`src/rtl/ace_txn_allocator_mc.sv`:
```
// Multi-channel transaction allocator: round-robin picks a requester, then it is granted a free
// descriptor and a contiguous data-RAM window from a wrap-padded ring (or a fixed slot in SN mode).
module ace_txn_allocator_mc #(
    parameter int NUM_CH          = 2,
    parameter int SN_MODE         = 0,
    parameter int DATA_WIDTH      = 128,
    parameter int RAM_SIZE        = 16384,
    parameter int MAX_DESC        = 16,
    parameter int CACHE_LINE_SIZE = 64
) (
    input  logic                                           clk,
    input  logic                                           resetn,
    input  logic [NUM_CH-1:0]                              req_valid,
    input  logic [NUM_CH*8-1:0]                            req_len,
    input  logic [MAX_DESC-1:0]                            desc_avail,
    input  logic                                           rel_valid,
    input  logic [$clog2(MAX_DESC)-1:0]                    rel_idx,
    output logic                                           alc_valid,
    output logic [((NUM_CH > 1) ? $clog2(NUM_CH) : 1)-1:0] alc_ch,
    output logic [$clog2(MAX_DESC)-1:0]                    alc_idx,
    output logic [$clog2(RAM_SIZE*8/DATA_WIDTH)-1:0]       alc_offset,
    output logic [$clog2(RAM_SIZE*8/DATA_WIDTH):0]         free_beats,
    output logic                                           busy
);

    localparam int DEPTH      = RAM_SIZE * 8 / DATA_WIDTH;
    localparam int IDX_W      = $clog2(MAX_DESC);
    localparam int CH_W       = (NUM_CH > 1) ? $clog2(NUM_CH) : 1;
    localparam int OFF_W      = $clog2(DEPTH);
    localparam int CNT_W      = OFF_W + 1;
    localparam int AW         = ((CNT_W > 9) ? CNT_W : 9) + 1;
    localparam int SLOT_BEATS = CACHE_LINE_SIZE * 8 / DATA_WIDTH;

    typedef enum logic [1:0] {
        ST_IDLE  = 2'd0,
        ST_ARB   = 2'd1,
        ST_ALLOC = 2'd2,
        ST_GRANT = 2'd3
    } state_t;

    state_t              state_r;
    state_t              state_nxt_s;
    logic [CH_W-1:0]     rr_ptr_r;
    logic [CH_W-1:0]     win_ch_r;
    logic [8:0]          win_beats_r;
    logic [OFF_W-1:0]    head_r;
    logic [CNT_W-1:0]    free_r;
    logic [MAX_DESC-1:0] inflight_r;
    logic [MAX_DESC-1:0] released_r;
    logic [IDX_W-1:0]    fifo_idx_r [MAX_DESC];
    logic [CNT_W-1:0]    fifo_cons_r [MAX_DESC];
    logic [IDX_W-1:0]    wr_ptr_r;
    logic [IDX_W-1:0]    rd_ptr_r;
    logic [IDX_W:0]      fifo_cnt_r;
    logic                alc_valid_r;
    logic [CH_W-1:0]     alc_ch_r;
    logic [IDX_W-1:0]    alc_idx_r;
    logic [OFF_W-1:0]    alc_off_r;
    logic                busy_r;

    logic [2*NUM_CH-1:0] req_rot_s;
    logic                arb_found_s;
    logic [CH_W-1:0]     arb_ch_s;
    logic [7:0]          arb_len_s;
    logic [MAX_DESC-1:0] avail_s;
    logic                cand_found_s;
    logic [IDX_W-1:0]    cand_idx_s;
    logic [AW-1:0]       sum_s;
    logic                wrap_s;
    logic [AW-1:0]       consumed_s;
    logic                fit_s;
    logic [OFF_W-1:0]    offset_s;
    logic [OFF_W-1:0]    head_nxt_s;
    logic                commit_s;
    logic [IDX_W-1:0]    front_idx_s;
    logic [CNT_W-1:0]    front_cons_s;
    logic                retire_s;
    logic [CNT_W-1:0]    free_nxt_s;

    // Round-robin search: rotate requests so the RR pointer lands at bit 0, take the first set bit.
    always_comb begin
        req_rot_s   = {req_valid, req_valid} >> rr_ptr_r;
        arb_found_s = 1'b0;
        arb_ch_s    = {CH_W{1'b0}};
        arb_len_s   = 8'd0;
        for (int i = 0; i < NUM_CH; i++) begin
            if (!arb_found_s && req_rot_s[i]) begin
                arb_found_s = 1'b1;
                arb_ch_s    = CH_W'((int'(rr_ptr_r) + i) % NUM_CH);
            end else begin
                arb_found_s = arb_found_s;
            end
        end
        for (int j = 0; j < NUM_CH; j++) begin
            if (CH_W'(j) == arb_ch_s) begin
                arb_len_s = req_len[8*j +: 8];
            end else begin
                arb_len_s = arb_len_s;
            end
        end
    end

    // Lowest free descriptor plus ring placement for the latched winner.
    always_comb begin
        avail_s      = desc_avail & ~inflight_r;
        cand_found_s = 1'b0;
        cand_idx_s   = {IDX_W{1'b0}};
        for (int i = 0; i < MAX_DESC; i++) begin
            if (!cand_found_s && avail_s[i]) begin
                cand_found_s = 1'b1;
                cand_idx_s   = IDX_W'(i);
            end else begin
                cand_found_s = cand_found_s;
            end
        end
        sum_s  = AW'(head_r) + AW'(win_beats_r);
        wrap_s = (sum_s > AW'(DEPTH));
        // A wrapping burst also swallows the tail padding up to the end of the RAM.
        consumed_s = wrap_s ? (AW'(DEPTH) - AW'(head_r) + AW'(win_beats_r)) : AW'(win_beats_r);
        head_nxt_s = wrap_s ? OFF_W'(win_beats_r) : sum_s[OFF_W-1:0];
        if (SN_MODE != 0) begin
            fit_s    = 1'b1;
            offset_s = OFF_W'(int'(cand_idx_s) * SLOT_BEATS);
        end else begin
            fit_s    = (consumed_s <= AW'(free_r));
            offset_s = wrap_s ? {OFF_W{1'b0}} : head_r;
        end
        commit_s = (state_r == ST_ALLOC) && cand_found_s && fit_s;
    end

    // Retire decision on the oldest outstanding allocation and the combined space update.
    always_comb begin
        front_idx_s  = fifo_idx_r[rd_ptr_r];
        front_cons_s = fifo_cons_r[rd_ptr_r];
        retire_s     = (fifo_cnt_r != {(IDX_W+1){1'b0}}) && released_r[front_idx_s];
        free_nxt_s   = CNT_W'(AW'(free_r)
                              - (commit_s ? consumed_s : {AW{1'b0}})
                              + (retire_s ? AW'(front_cons_s) : {AW{1'b0}}));
    end

    // Next-state logic.
    always_comb begin
        state_nxt_s = state_r;
        case (state_r)
            ST_IDLE:  state_nxt_s = (|req_valid) ? ST_ARB : ST_IDLE;
            ST_ARB:   state_nxt_s = arb_found_s ? ST_ALLOC : ST_IDLE;
            ST_ALLOC: state_nxt_s = commit_s ? ST_GRANT : ST_ALLOC;
            ST_GRANT: state_nxt_s = ST_IDLE;
            default:  state_nxt_s = ST_IDLE;
        endcase
    end

    // State register, winner latch and round-robin pointer.
    always_ff @(posedge clk or negedge resetn) begin
        if (!resetn) begin
            state_r     <= ST_IDLE;
            rr_ptr_r    <= {CH_W{1'b0}};
            win_ch_r    <= {CH_W{1'b0}};
            win_beats_r <= 9'd0;
            busy_r      <= 1'b0;
        end else begin
            state_r <= state_nxt_s;
            busy_r  <= (state_nxt_s != ST_IDLE);
            if (state_r == ST_ARB && arb_found_s) begin
                win_ch_r    <= arb_ch_s;
                win_beats_r <= {1'b0, arb_len_s} + 9'd1;
            end
            if (commit_s) begin
                rr_ptr_r <= (win_ch_r == CH_W'(NUM_CH - 1)) ? {CH_W{1'b0}} : (win_ch_r + CH_W'(1));
            end
        end
    end

    // Registered grant outputs; fields hold their last value between grants.
    always_ff @(posedge clk or negedge resetn) begin
        if (!resetn) begin
            alc_valid_r <= 1'b0;
            alc_ch_r    <= {CH_W{1'b0}};
            alc_idx_r   <= {IDX_W{1'b0}};
            alc_off_r   <= {OFF_W{1'b0}};
        end else begin
            alc_valid_r <= commit_s;
            if (commit_s) begin
                alc_ch_r  <= win_ch_r;
                alc_idx_r <= cand_idx_s;
                alc_off_r <= offset_s;
            end
        end
    end

    // Ring head and free space; SN mode never touches them.
    always_ff @(posedge clk or negedge resetn) begin
        if (!resetn) begin
            head_r <= {OFF_W{1'b0}};
            free_r <= CNT_W'(DEPTH);
        end else if (SN_MODE == 0) begin
            free_r <= free_nxt_s;
            if (commit_s) begin
                head_r <= head_nxt_s;
            end
        end
    end

    // Descriptor bookkeeping: a release only marks, the in-order retire actually frees.
    always_ff @(posedge clk or negedge resetn) begin
        if (!resetn) begin
            inflight_r <= {MAX_DESC{1'b0}};
            released_r <= {MAX_DESC{1'b0}};
        end else begin
            if (commit_s) begin
                inflight_r[cand_idx_s] <= 1'b1;
            end
            if (rel_valid && inflight_r[rel_idx]) begin
                released_r[rel_idx] <= 1'b1;
            end
            if (retire_s) begin
                inflight_r[front_idx_s] <= 1'b0;
                released_r[front_idx_s] <= 1'b0;
            end
        end
    end

    // Allocation-order FIFO; never overflows because each entry holds an inflight descriptor.
    always_ff @(posedge clk or negedge resetn) begin
        if (!resetn) begin
            wr_ptr_r   <= {IDX_W{1'b0}};
            rd_ptr_r   <= {IDX_W{1'b0}};
            fifo_cnt_r <= {(IDX_W+1){1'b0}};
            for (int i = 0; i < MAX_DESC; i++) begin
                fifo_idx_r[i]  <= {IDX_W{1'b0}};
                fifo_cons_r[i] <= {CNT_W{1'b0}};
            end
        end else begin
            if (commit_s) begin
                fifo_idx_r[wr_ptr_r]  <= cand_idx_s;
                fifo_cons_r[wr_ptr_r] <= (SN_MODE != 0) ? {CNT_W{1'b0}} : CNT_W'(consumed_s);
                wr_ptr_r <= (wr_ptr_r == IDX_W'(MAX_DESC - 1)) ? {IDX_W{1'b0}} : (wr_ptr_r + IDX_W'(1));
            end
            if (retire_s) begin
                rd_ptr_r <= (rd_ptr_r == IDX_W'(MAX_DESC - 1)) ? {IDX_W{1'b0}} : (rd_ptr_r + IDX_W'(1));
            end
            case ({commit_s, retire_s})
                2'b10:   fifo_cnt_r <= fifo_cnt_r + (IDX_W+1)'(1);
                2'b01:   fifo_cnt_r <= fifo_cnt_r - (IDX_W+1)'(1);
                default: fifo_cnt_r <= fifo_cnt_r;
            endcase
        end
    end

    assign alc_valid  = alc_valid_r;
    assign alc_ch     = alc_ch_r;
    assign alc_idx    = alc_idx_r;
    assign alc_offset = alc_off_r;
    assign free_beats = free_r;
    assign busy       = busy_r;

endmodule

```
`config.mk`:
```
export PLATFORM = sky130hd
export DESIGN_NAME = ace_txn_allocator_mc
export DESIGN_NICKNAME = d
export VERILOG_FILES = /design/src/rtl/ace_txn_allocator_mc.sv
export SDC_FILE = /design/constraint.sdc
export NUM_CORES = 1
export LEC_CHECK = 0
export ABC_AREA = 1
export BUFFER_PORTS_ARGS = -buffer_cell sky130_fd_sc_hd__buf_2
export CAP_MARGIN = 20
export CELL_PAD_IN_SITES_DETAIL_PLACEMENT = 0
export CELL_PAD_IN_SITES_GLOBAL_PLACEMENT = 2
export CORE_ASPECT_RATIO = 0.6
export CORE_UTILIZATION = 38
export DETAILED_ROUTE_END_ITERATION = 10
export GPL_TIMING_DRIVEN = 0
export HOLD_SLACK_MARGIN = 0.08
export PLACE_DENSITY_LB_ADDON = 0.12
export SETUP_SLACK_MARGIN = 0.3
export SYNTH_ARGS = -nofsm -noshare
export SYNTH_HDL_FRONTEND = slang
export SYNTH_SLANG_ARGS = --single-unit
```
`constraint.sdc`:
```
create_clock -name clk -period 7.11 [get_ports clk]
set_clock_uncertainty 0.2 [all_clocks]
set_input_delay 1.7775 -clock clk [delete_from_list [all_inputs] [get_ports clk]]
set_output_delay 1.7775 -clock clk [all_outputs]
set_load 0.005 [all_outputs]
```
Yosys cells after proc, flatten, opt, wreduce, memory -nomap -nowiden
Cells that the tools add are included.

Add/subtract/negate cells: 12. $lt $le $gt $ge: 11. Eq/ne operators: 7. Shift operators: 1. Multiplexer cells: 75. Bitwise logic cells: 9. Reductions and logical operators: 46.

Operators by type and width (number): bitwise mux 176 bit (1); two-way mux 4 bit (18); bitwise mux 64 bit (1); two-way mux 16 bit (4); two-way mux 11 bit (5); bitwise AND 16 bit (3); binary-select mux 11 bit (select 4 bit) (1); demux 11 bit (select 4 bit) (1); NOT 16 bit (2); bitwise OR 16 bit (2); two-way mux 1 bit (29); logical AND 1 bit (25); two-way mux 10 bit (2); binary-select mux 4 bit (select 4 bit) (1); demux 4 bit (select 4 bit) (1); logical NOT 1 bit (16); < comparator 4 x 5 -> 1 bit, second input constant (3); adder 12 x 9 -> 12 bit (1); demux 1 bit (select 4 bit) (3); greater-or-equal comparator 4 x 1 -> 1 bit, second input constant (3); <= comparator 12 x 11 -> 1 bit (1); two-way mux 12 bit (1); subtractor 11 x 10 -> 12 bit, first input constant (1); adder 10 x 9 -> 11 bit (1); 24 further kinds (35).

Register bits: 336. Input bits: 41. Output and inout port bits: 28. Word-level logic and storage cells: 209.

Logic depth before layout (Yosys ltp)
Depth in word-level cells: 56. Gate-level depth with buffers: 45. Mapped depth without buffers: 40.

Least setup slack after synthesis
OpenSTA, ideal clock, no wires.

Kind: flip-flop to flip-flop. Start point: reg head_r[0]. End point: reg free_r[9], in the netlist free_beats[9]. Library setup time: 0.122 ns. Arrival: 5.807 ns. Data required time: 6.788 ns. Slack: 0.981 ns. Stages on the path, launching flop included: 39. Path buffers: 5. Clock period less this slack: 6.129 ns. Cells stage by stage: dfrtp_1 -> ha_1 -> inv_1 -> fa_1 -> o31ai_2 -> nand4_1 -> nand3_2 -> nand2_1 -> a21oi_4 -> nand2_4 -> buf_6 -> nand2_1 -> and2_1 -> buf_6 -> buf_6 -> inv_1 -> ha_1 -> inv_1 -> (+3 left out) -> nand3_1 -> o21ai_0 -> o31ai_1 -> nand2_1 -> nor2_2 -> buf_2 -> buf_2 -> nand2_1 -> fa_1 -> ha_1 -> nand2_1 -> o21ai_0 -> a21oi_1 -> o21bai_1 -> a21oi_1 -> nor2_1 -> nor2_1 -> xnor2_1.

Word-level cells in the longest chain between the ends: 8. Elaborated cells on any way between the ends: 10. Those cells by class: 5 x add/sub; 2 x order compare; 2 x mux; 1 x reduce/logical.

Ends and longest elaborated chain: from (decl) (RTL line 46) `logic [OFF_W-1:0] head_r;`; from (signal assigned) (RTL line 194) `head_r <= {OFF_W{1'b0}};`; from (signal assigned) (RTL line 199) `head_r <= head_nxt_s;`; subtractor 11 x 10 -> 12 bit or adder 10 x 9 -> 11 bit (tied branches) (RTL line 119, 116); adder 12 x 9 -> 12 bit or greater-than comparator 11 bit (tied branches) (RTL line 119, 117); two-way mux 12 bit (*) (RTL line 119) `consumed_s = wrap_s ? (AW'(DEPTH) - AW'(head_r) + AW'(win_beats_r)) : AW'(win_beats_r);`; via consumed_s[1] (RTL line 70) `logic [AW-1:0] consumed_s;`; <= comparator 12 x 11 -> 1 bit (*) (RTL line 125) `fit_s = (consumed_s <= AW'(free_r));`; logical AND 1 bit (*) (RTL line 128) `commit_s = (state_r == ST_ALLOC) && cand_found_s && fit_s;`; via commit_s (RTL line 74) `logic commit_s;`; two-way mux 11 bit (*) (RTL line 137) `- (commit_s ? consumed_s : {AW{1'b0}})`; subtractor 11 bit (*) (RTL line 137); adder 11 bit (*) (RTL line 138) `+ (retire_s ? AW'(front_cons_s) : {AW{1'b0}}));`; via free_nxt_s[9] (RTL line 78) `logic [CNT_W-1:0] free_nxt_s;`; to (signal assigned) (RTL line 195) `free_r <= CNT_W'(DEPTH);`; to (signal assigned) (RTL line 197) `free_r <= free_nxt_s;`; to (decl) (RTL line 47) `logic [CNT_W-1:0] free_r;`.

The timed path passes the listed nets; every way through them passes the cells marked *. A chain may end at the register's enable or synchronous reset.

Final worst setup path
Start point: reg head_r[4]. End point: reg free_r[10], in the netlist free_beats[10].

Word-level cells in the longest chain between the ends: 8. Elaborated cells on any way between the ends: 10. Those cells by class: 5 x add/sub; 2 x order compare; 2 x mux; 1 x reduce/logical.

Ends and longest elaborated chain (RTL line): subtractor 11 x 10 -> 12 bit or adder 10 x 9 -> 11 bit (tied branches) (119, 116); adder 12 x 9 -> 12 bit or greater-than comparator 11 bit (tied branches) (119, 117); two-way mux 12 bit (*) (119); <= comparator 12 x 11 -> 1 bit (*) (125); logical AND 1 bit (*) (128); via commit_s (74); two-way mux 11 bit (*) (137); subtractor 11 bit (*) (137); adder 11 bit (*) (138); via free_nxt_s[10] (78).

Marked as above.

==> flow_summary.ini <==
[outcome]
status = finished clean

[routing]
vias_per_cell = 5.38
firstDrtPassIters = 5
drt_wl_total_um = 67000
drc = 0
postRouteAntennaNets = 0
drt-initial-drc-count = 1529
wl_per_cell_um = 22.1
vias = 16297

[power_and_ir_drop]
power.switching_mw = 6.13
pwr-share-clk_pct = 15.0
p_leak_nw = 10.4
power.density_nw_per_um2 = 582
p_seq_share_pct = 22.9
netSwitchingFraction_pct = 49.0
irDropWorstVdd_mv = 1.03
total_power_mw = 12.5
p_int_mw = 6.39
combPwrFrac_pct = 62.1

[floorplanning]
start_util_pct = 38.9
die_y_um = 172
coreArea_um2 = 46900
die_x_um = 285
io_pins = 69
fp.dieArea_um2 = 48900
rows = 61

[placed_design]
gp_congestion = 0.902
port_buffers = 68
dp_hpwl_um = 48700
placed_cells = 2916

[setup_path]
critPathSlowestCell = fa_2
slowest_delay_ns = 0.47
cp.arrival_ns = 6.89
cp-start-kind = flop
worstSetupPathType = flop to flop
critPathMostFrequentCell = nand2_1
worstPathMaxFanout = 10
endpoint_kind = flop
crit_required_ns = 7.38

[layout]
layout-drive-gt1-share_pct = 17.7
nets = 2483
fillers = 4768
fin_cells = 3031
num_antenna_cells = 0
synthToLayoutAreaGrowth_pct = 17.9

[grt]
antenna_found_initial = 0
grt_usage_pct = 27.7
grt_max_degree = 113
grt_first_pass_wirelength_um = 101000
grt_pass1_vias = 15596
grt-ovfl-total = 0

[yosys]
yosysMostFrequentCell = nand2_1
seq_area_frac_synth_pct = 46.1
synth.distinct_cells = 66
synth_ff_type = dfrtp_1
synth.top_cell.area_share_pct = 45.9
async_reset_ff_share_pct = 100
syn_nets = 2318
syn-cell-area_um2 = 18200
synth_warnings = 0
synth_top_area_cell = dfrtp_1
postSynthAreaPerCell_um2 = 8.24
yosys-top-cells-count = nand2_1 (595), dfrtp_1 (335), o21ai_0 (195)
synth_edf_count = 0
ys_ff_latch = 336
netlist_instances = 2214
ys_top_cells_by_area = dfrtp_1 (46%), nand2_1 (12%), o21ai_0 (5.3%), inv_1 (3.9%), a21oi_1 (3.4%)

[cts]
numCtsBuffers = 37
clkSlewWorstSetupHoldPaths_ns = 0.06
worst_skew_pair.late_latency_ns = 0.54
clock_sinks = 336
cts_buffer_depth = 3
cts_tree = built
cts-root-buf = clkbuf_16
cts_hold_buf = 0
h-tree-depth = 2

[sta]
tightest_slew_ns = 1.24
fmax_mhz = 151
fin_crit_sh_pct = 93.1
slew_violations = 0
final-hold-violation-count = 0
relSlewSlack_pct = 16.5
min_period_ns = 6.62
rsz0062_at_grt = no
setup_viol = 0

[hold_path]
min_path_type = flop to flop

[flow_run]
maxCapViolations = 0
[cell families after synthesis]
logic type               count (synthesis)  synth area share, %
flip-flops                             336                 46.1
adder cells (fa/ha/maj)                 63                 4.85
buffers and inverters                  338                 8.58
AO/OA/AOI/OAI                          553                 17.6
XOR/XNOR                                32                 1.62
other                                    1               0.0206
AND/OR/NAND/NOR                        885                 20.9
multiplexers                             6                0.336
[worst max-delay path, delay by kind of cell (launching register included)]
| kind | cells | cell delay (ns) |
|---|---|---|
| simple gates | 18 | 2.14 |
| fa+ha+maj | 4 | 1.28 |
| compound gates | 5 | 0.69 |
| xor+xnor | 2 | 0.56 |
| buf+inv | 10 | 1.19 |
| flops | 1 | 0.44 |
[cell usage in the layout, fill, tap and decap left out, types with 15 or more instances in the layout]
cell type,count
nand3_1,59
buf_2,102
o21ai_1,96
o21ai_0,190
clkbuf_16,37
a31oi_1,16
o21ai_2,16
nand3b_1,15
dfrtp_1,324
inv_1,181
nand2_1,592
xor2_1,23
a21oi_1,120
inv_2,24
clkbuf_1,37
o22ai_1,17
nor2_1,125
buf_6,23
ha_1,41
buf_4,70
[final timing paths]
path                                  from          endpoint  slack, ns  depth (start not counted)
max                              head_r[4]    free_beats[10]       0.49                         39
min                        fifo_cons_r[54]   fifo_cons_r[54]       0.27                          2
max reg2reg                      head_r[4]    free_beats[10]       0.49                         39
min reg2reg                fifo_cons_r[54]   fifo_cons_r[54]       0.27                          2
max in group asynchronous           resetn         head_r[1]       4.14                          3
min in group asynchronous           resetn  fifo_cons_r[101]       1.03                          1
[per-layer routing]
| metal | wire length, um | up-vias | global-route usage [%] | part of all wire, % |
|---|---|---|---|---|
| met3 | 6430 | 67 | 6.13 | 9.6 |
| met1 | 35200 | 8055 | 45.9 | 52 |
| met5 | 0 | - | 0 | 0 |
| li1 | - | 7607 | - | - |
| met4 | 788 | 0 | 4.63 | 1.2 |
| met2 | 24600 | 568 | 35.4 | 37 |
[sequential cells by signal (all words and copies together) (netlist names)]
register and count:
alc_ch 1, alc_idx 4, alc_offset 10, alc_valid 1, busy 1, fifo_cnt_r 5, fifo_cons_r 176, fifo_idx_r 64
free_beats 11, head_r 10, inflight_r 16, rd_ptr_r 4, released_r 16, rr_ptr_r 1, state_r 2, win_beats_r 9
win_ch_r 1, wr_ptr_r 4
[cell type report]
cell class	count	area (um^2)	share of cell area [%]
plain buffers	129	960	4.46
clock buffers	52	1070	4.98
clock inverters	9	51.3	0.238
inverters	209	805	3.74
multi-input cells	1540	8570	39.8
flip-flops and latches	336	8420	39.2
well taps	630	788	3.66
repair buffers	126	845	3.93
[power groups by stage]
stage               Sequential, mW  Clock [mW]  Combinational [mW]
floorplan                     2.78           0                4.51
global placement              2.88           0                6.54
detailed placement            2.89           0                6.62
CTS                           2.86        1.92                7.08
global route                  2.93        1.98                8.53
finish                        2.87        1.87                7.78
[metrics by stage]
step,cell area [um^2],hold slack [ns],setup WS (ns),utilization (%),setup TNS [ns]
after global routing,21500,0.284,0.214,45.9,0
after global placement,19400,0.248,-2.98,41.3,-979.01
after CTS,21000,0.270,0.304,44.7,0
after floorplan,18200,0.236,0.981,-,0
final,21500,0.269,0.490,45.9,0
after detailed placement,19500,0.253,-1.54,41.6,-7.44
[timing repair]
action | CTS | global route
resized for setup | 53 | 89
cloned | 1 | 0
endpoints found under the setup margin | 14 | 7
setup buffers | 18 | 34
pin swaps | 16 | 40
Power figures use the tool's default switching activity.
